<file path="config.mk">
export PLATFORM = sky130hd
export DESIGN_NAME = fetch_stage
export DESIGN_NICKNAME = d
export VERILOG_FILES = /design/src/rtl/fetch_stage.sv
export SDC_FILE = /design/constraint.sdc
export NUM_CORES = 1
export LEC_CHECK = 0
export BUFFER_PORTS_ARGS = -buffer_cell sky130_fd_sc_hd__buf_2
export CAP_MARGIN = 20
export CORE_MARGIN = 5
export CORE_UTILIZATION = 50
export DETAILED_ROUTE_END_ITERATION = 12
export HOLD_SLACK_MARGIN = 0.1
export PLACE_DENSITY = 0.77
export SETUP_SLACK_MARGIN = 0.2
export SYNTH_ARGS = -nofsm -noshare
export SYNTH_HDL_FRONTEND = slang
export SYNTH_SLANG_ARGS = --single-unit
</file>
<file path="constraint.sdc">
create_clock -name clock -period 2.8 [get_ports clock]
set_input_delay 0.56 -clock clock [delete_from_list [all_inputs] [get_ports clock]]
set_output_delay 0.56 -clock clock [all_outputs]
set_load 0.05 [all_outputs]
</file>
<file path="src/rtl/fetch_stage.sv">
// fetch_stage: issues PC-ordered imem requests, pairs responses with their PC, buffers them for decode.
module fetch_stage #(
    parameter int PCLEN = 10,
    parameter int ILEN  = 32,
    parameter int DEPTH = 2
) (
    input  logic             clock,
    input  logic             reset,
    input  logic [PCLEN-1:0] pc,
    output logic             pc_stall,
    input  logic             flush,
    output logic             imem_req,
    output logic [PCLEN-1:0] imem_addr,
    input  logic             imem_gnt,
    input  logic             imem_rvalid,
    input  logic [ILEN-1:0]  imem_rdata,
    output logic             id_valid,
    input  logic             id_ready,
    output logic [ILEN-1:0]  id_instr,
    output logic [PCLEN-1:0] id_pc,
    output logic [PCLEN-1:0] id_pcplus1
);
    localparam int CW = $clog2(DEPTH + 1);
    localparam int IW = DEPTH > 1 ? $clog2(DEPTH) : 1;
    typedef enum logic {RUN, DRAIN} state_t;
    state_t state;
    logic [CW-1:0] outstanding, count, drop, drop_next;
    logic [CW:0] occupancy;
    logic [IW-1:0] tag_wp, tag_rp, out_wp, out_rp;
    logic [PCLEN-1:0] tag_mem [DEPTH];
    logic [ILEN-1:0] instr_mem [DEPTH];
    logic [PCLEN-1:0] pc_mem [DEPTH];
    logic [PCLEN-1:0] pc1_mem [DEPTH];
    logic credit, grant, take, discard, pop;
    function automatic logic [IW-1:0] bump(input logic [IW-1:0] p);
        return p == IW'(DEPTH - 1) ? '0 : p + IW'(1);
    endfunction
    always_comb begin
        occupancy = {1'b0, outstanding} + {1'b0, count};
        credit = occupancy < (CW+1)'(DEPTH);
        imem_req = !reset && state == RUN && !flush && credit;
        imem_addr = pc;
        grant = imem_req && imem_gnt;
        pc_stall = !flush && !grant;
        discard = imem_rvalid && drop != '0;
        take = imem_rvalid && drop == '0 && outstanding != '0;
        id_valid = !reset && count != '0;
        pop = id_valid && id_ready;
        // on a flush, every request still in flight (dropped or not) must be swallowed later
        drop_next = flush ? drop + outstanding - CW'(discard || take) : drop - CW'(discard);
        id_instr = instr_mem[out_rp];
        id_pc = pc_mem[out_rp];
        id_pcplus1 = pc1_mem[out_rp];
    end
    always_ff @(posedge clock) begin
        if (reset) begin
            state <= RUN;
            outstanding <= '0;
            count <= '0;
            drop <= '0;
            tag_wp <= '0;
            tag_rp <= '0;
            out_wp <= '0;
            out_rp <= '0;
            for (int i = 0; i < DEPTH; i++) begin
                tag_mem[i] <= '0;
                instr_mem[i] <= '0;
                pc_mem[i] <= '0;
                pc1_mem[i] <= '0;
            end
        end else begin
            drop <= drop_next;
            state <= drop_next != '0 ? DRAIN : RUN;
            if (flush) begin
                outstanding <= '0;
                count <= '0;
                tag_wp <= '0;
                tag_rp <= '0;
                out_wp <= '0;
                out_rp <= '0;
            end else begin
                outstanding <= outstanding + CW'(grant) - CW'(take);
                count <= count + CW'(take) - CW'(pop);
                if (grant) begin
                    tag_mem[tag_wp] <= pc;
                    tag_wp <= bump(tag_wp);
                end
                if (take) begin
                    instr_mem[out_wp] <= imem_rdata;
                    pc_mem[out_wp] <= tag_mem[tag_rp];
                    pc1_mem[out_wp] <= tag_mem[tag_rp] + PCLEN'(1);
                    out_wp <= bump(out_wp);
                    tag_rp <= bump(tag_rp);
                end
                if (pop) out_rp <= bump(out_rp);
            end
        end
    end
    a_spurious_rsp: assert property (@(posedge clock) disable iff (reset)
        !(imem_rvalid && outstanding == '0 && drop == '0));
    a_no_overflow: assert property (@(posedge clock) disable iff (reset)
        occupancy <= (CW+1)'(DEPTH));
endmodule
</file>
* Word level (Yosys, flattened, before mapping) *
Memories as Yosys holds them, arrays and structs flattened. A register that Yosys moved wholly into a read port is not among the register bits.
Cells that the tools add are included.

word-level totals
  memories = 4
  bits of input ports = 48
  register bits = 11
  RAM bits = 124

cells by class
  add/subtract/negate cells = 13
  bitwise gates (word level) = 1
  mux-type cells = 36
  reduce and logical (&&, ||, !) cells = 24
  order comparisons = 1

memory list
  memory     words  bits a word  rd ports  clocked after Yosys merged registers in  wr ports  RTL line  source
  instr_mem  2      32           1         1                                        2         31        logic [ILEN-1:0] instr_mem [DEPTH];
  pc1_mem    2      10           1         1                                        2         33        logic [PCLEN-1:0] pc1_mem [DEPTH];
  pc_mem     2      10           1         1                                        2         32        logic [PCLEN-1:0] pc_mem [DEPTH];
  tag_mem    2      10           1         1                                        2         30        logic [PCLEN-1:0] tag_mem [DEPTH];

operators with widths
  kind                   count
  $mux 32                1
  $reduce_or 32->1       1
  $mux 1                 31
  $mux 10                3
  $reduce_or 10->1       3
  $add 10x1->10 const B  1
  $logic_and 1x1->1      10
  $reduce_bool 2->1      4
  $sub 2x1->2            4
  $add 1x1->1 const B    4
  $add 2x1->2            2
  $add 2x2->3            1
  $logic_not 1->1        3
  $lt 3x2->1 const B     1
  $add 2x2->2            1
  $logic_not 2->1        1
  $mux 2                 1
  $reduce_or 2->1        1
  $logic_or 1x1->1       1
  $not 1->1              1

* Longest topological paths before layout *
  word-level depth = 11
  mapped depth = 10
  gate-level depth less buffers = 10

* Worst setup path before layout *
Ideal clock, no wire load.

  kind = input to register
  from = input port reset
  to = memory instr_mem[0][0], enable pin
  path buffers = 3
  library setup time = 0.418 ns
  data arrival time = 2.588 ns
  stages on the path = 7
  slack = -0.206 ns
  data required time = 2.382 ns
  path through = buf_2 > or2_1 > buf_6 > nor2_1 > nand2_1 > buf_2 > nand2b_1

RTL lines
  what         RTL line  source
  from (decl)  8         input logic reset,
  to (decl)    31

* Final worst setup path *
  from = register count[0]
  to = output port pc_stall

on the way
  word-level cells in the longest chain between the ends = 6

RTL lines
  what                    RTL line  source
  from (decl)             27        logic [CW-1:0] outstanding, count, drop, drop_next;
  from (signal assigned)  83        count <= count + CW'(take) - CW'(pop);
  $add 2x2->3             39        occupancy = {1'b0, outstanding} + {1'b0, count};
  $lt 3x2->1              40        credit = occupancy < (CW+1)'(DEPTH);
  $logic_and 1x1->1       41        imem_req = !reset && state == RUN && !flush && credit;
  $logic_and 1x1->1       43        grant = imem_req && imem_gnt;
  $logic_not 1->1         44        pc_stall = !flush && !grant;
  $logic_and 1x1->1       44
  to (decl)               10        output logic pc_stall,

Every way passes these cells.

==> run summary <==
=========================================================================================
Post-layout nets ...........................................................          620
Antenna fix cells ..........................................................            0
PwrDens ....................................................................   695 nW/µm²
TritonCTS clock tree .......................................................        built
Netlist cell types .........................................................           45
Die Footprint ..............................................................    15000 µm²
Routability congestion estimate ............................................        0.854
Total of hold buffers inserted after clock tree synthesis ..................            0
Sum of negative setup slack ................................................         0 ns
Worst setup path endpoint ..................................................     pc_stall
Number of maximum-capacitance violations ...................................            0
Classification of the worst-slack hold path ................................    in -> reg
Max-slew violation count ...................................................            0
Remaining antenna violation count ..........................................            0
I/O pin total ..............................................................          113
Required time at the worst-slack endpoint ..................................      2.24 ns
Start point of the critical path ........................................... count[0]$_SDFF_PP0_
Post-route DRC .............................................................            0
Number of flops mapped to enable cells by yosys ............................          124
Via count of the routed design .............................................         3751
Global-route wire length before repair .....................................      19.1 mm
Normalized max-slew margin .................................................        67.2%
Syn nets ...................................................................          511
Vias in the first global route .............................................         3831
Cell Area, Synth ...........................................................     6300 µm²
Number of buffers added by the clock tree synthesis step ...................           17
DP HPWL ....................................................................      7.68 mm
Reg-to-Reg End ............................................................. outstanding[1]$_SDFF_PP0_
Critical path peak fanout ..................................................            3
Critical Path Start Type ...................................................         flop
WL per Instance ............................................................      15.8 µm
Reg-to-reg slack, setup ....................................................      0.42 ns
Result of the run .......................................................... complete, no violations
Flip-flop cell with the highest count after synthesis ......................     edfxtp_1
Maximum number of buffers from clock root to sink ..........................            2
Class of the most critical setup path ......................................   reg -> out
Sink Count .................................................................          137
F_max ......................................................................    0.402 GHz
Ratio of cells with drive above 1 in the final layout ......................        38.6%
Transition time at the pin with the least slew margin ......................     0.491 ns
Worst Skew .................................................................   0.00698 ns
Number of synthesized register bits ........................................          137
Average instance area after synthesis ......................................     13.9 µm²
CTS Root Buffer Type .......................................................    clkbuf_16
Worst Hold Margin ..........................................................     0.429 ns
Worst setup EP type ........................................................   output pin
Routed vias/inst ...........................................................         5.02
Count of synthesis-stage warnings from yosys ...............................            0
Drt initial violations .....................................................          222
Final global-route overflow total ..........................................            0
Total wire length after detailed routing ...................................      11.8 mm
Proportion of register bits with asynchronous set or reset after synthesis .           0%
Cell row count .............................................................           41
Largest net degree at the start of global routing ..........................           53
Total core area ............................................................    12500 µm²
Width of the chip ..........................................................       122 µm
Arrival time at the worst endpoint .........................................      1.93 ns
Number of cell instances on the worst register-to-register path ............           10
# Post-CTS Setup Buffers ...................................................            0
Worst ir drop on vdd .......................................................   0.000406 V
Startpoint of the lowest-slack register-to-register path ................... count[0]$_SDFF_PP0_
Clock latency reported for the late side of the worst-skew pair ............      0.42 ns
Top cells by area, synth ................................................... edfxtp_1 59%, mux2_2 9.3%, and2_1 9.1%
Sum of internal, switching and leakage power ...............................      5.33 mW
H-Tree Level Count .........................................................            4
Sequential area share after synthesis ......................................        63.2%
Initial Utilization ........................................................        50.6%
Initial antenna violation count ............................................            0
Vert. Die Dim ..............................................................       122 µm
GRT Resource Usage Total ...................................................        16.9%
Share of the clock period used by the worst path ...........................        88.9%
Number of hold-slack violations in the final timing report .................            0
Synthesis-to-layout area growth ............................................        21.8%
Min cycle time layout ......................................................      2.49 ns
Setup-failing EPs final ....................................................            0
Area share of the largest cell type after synthesis ........................        59.1%
Leakage power of the design ................................................      3.19 nW
Clock-pin transition on the worst setup and hold timing paths ..............      0.06 ns
Port Buffers ...............................................................          112
Unrepaired setup endpoints after global routing ............................        false
Top post-synthesis cells by count .......................................... 124 x edfxtp_1, 92 x and2_1, 52 x mux2_2
Library cell with the highest instance count after synthesis ...............     edfxtp_1
Total iterations of the first detailed-routing run .........................            4
Instance count of the mapped netlist .......................................          454
Cell taking the most area after synthesis ..................................     edfxtp_1
=========================================================================================
-- area by class of cell --
cell class	instances	area [µm²]
flip-flops and latches	137	3990
multi-input cells	275	2110
clock inverters	14	228
clock buffers	17	425
fillers	961	4790
repair buffers	122	676
inverters	10	37.5
well taps	172	215
-- registers in the layout, indices dropped and copies added (netlist names), 2 cells and up, named ones only --
name	cells
count	2
drop	2
pc_mem	20
outstanding	2
pc1_mem	20
instr_mem	64
tag_mem	20
-- worst max-delay path: stages (launching register included) --
cell     delay (ns)
dfxtp_1        0.33
and2_1         0.17
fa_1           0.53
nor3_4         0.05
a31oi_1        0.15
buf_2          0.28
-- stage by stage --
stage          cell area, µm²  cells  util (%)  worst slack [ns]
2_1_floorplan            6310    454         -             0.356
3_3_place_gp             7010    716      56.2             0.328
3_5_place_dp             7010    716      56.2             0.220
4_1_cts                  7670    747      61.5             0.223
5_1_grt                  7680    747      61.6             0.213
6_report                 7680    747      61.6             0.310
-- per-layer routing --
metal  global-route usage, %  wire length [µm]  vias to the layer above
met5                       0                 0                        -
met4                    6.37               190                        0
met3                    5.62               779                       20
met2                    27.7              5880                      115
met1                    20.8              4970                     1805
li1                        -                 -                     1811
-- cells by family (layout without fill, tap and decap cells) --
group	Yosys count	after routing	share of synthesized area (%)
muxes	62	62	10.9
buffers and inverters	42	163	3.61
adders and majority gates	9	9	1.91
DFF	137	137	63.2
xor gates and xnor gates	15	15	2.32
AOI/OAI and AO/OA	13	13	1.49
and+or+nand+nor	176	176	16.6
-- what timing repair did --
action                     in CTS  in global routing
pin swaps                       1                  0
setup endpoints to repair       3                  2
resized for setup               2                  2
-- where the power goes --
part           switching, mW  internal, mW  total [mW]
clock                  0.803          1.65        2.46
combinational          0.336         0.172       0.508
sequential            0.0487          2.32        2.37
-- layout by cell type (no fill, tap or decap), types with 8 or more instances in the layout --
master	Yosys	routed
nor2_1	47	47
and2_1	92	92
inv_1	10	10
clkbuf_16	0	17
mux2i_1	10	10
buf_4	10	8
mux2_2	52	52
dfxtp_1	13	11
ha_1	8	8
edfxtp_1	124	124
buf_2	2	111
-- worst min-delay path by stage --
stage               cells past startpoint                             end                 from  slack [ns]
finish                                  2  instr_mem[0][26]$_SDFFCE_PN0P_       imem_rdata[26]        0.43
global route                            2  instr_mem[1][26]$_SDFFCE_PN0P_       imem_rdata[26]        0.42
CTS                                     2   instr_mem[1][9]$_SDFFCE_PN0P_        imem_rdata[9]        0.41
detailed placement                      2             out_rp$_SDFFE_PP0P_  out_rp$_SDFFE_PP0P_        0.51
global placement                        2             tag_rp$_SDFFE_PP0P_  tag_rp$_SDFFE_PP0P_        0.50
floorplan                               2                            flop  out_rp$_SDFFE_PP0P_        0.48
(Power assumes the default switching activity.)
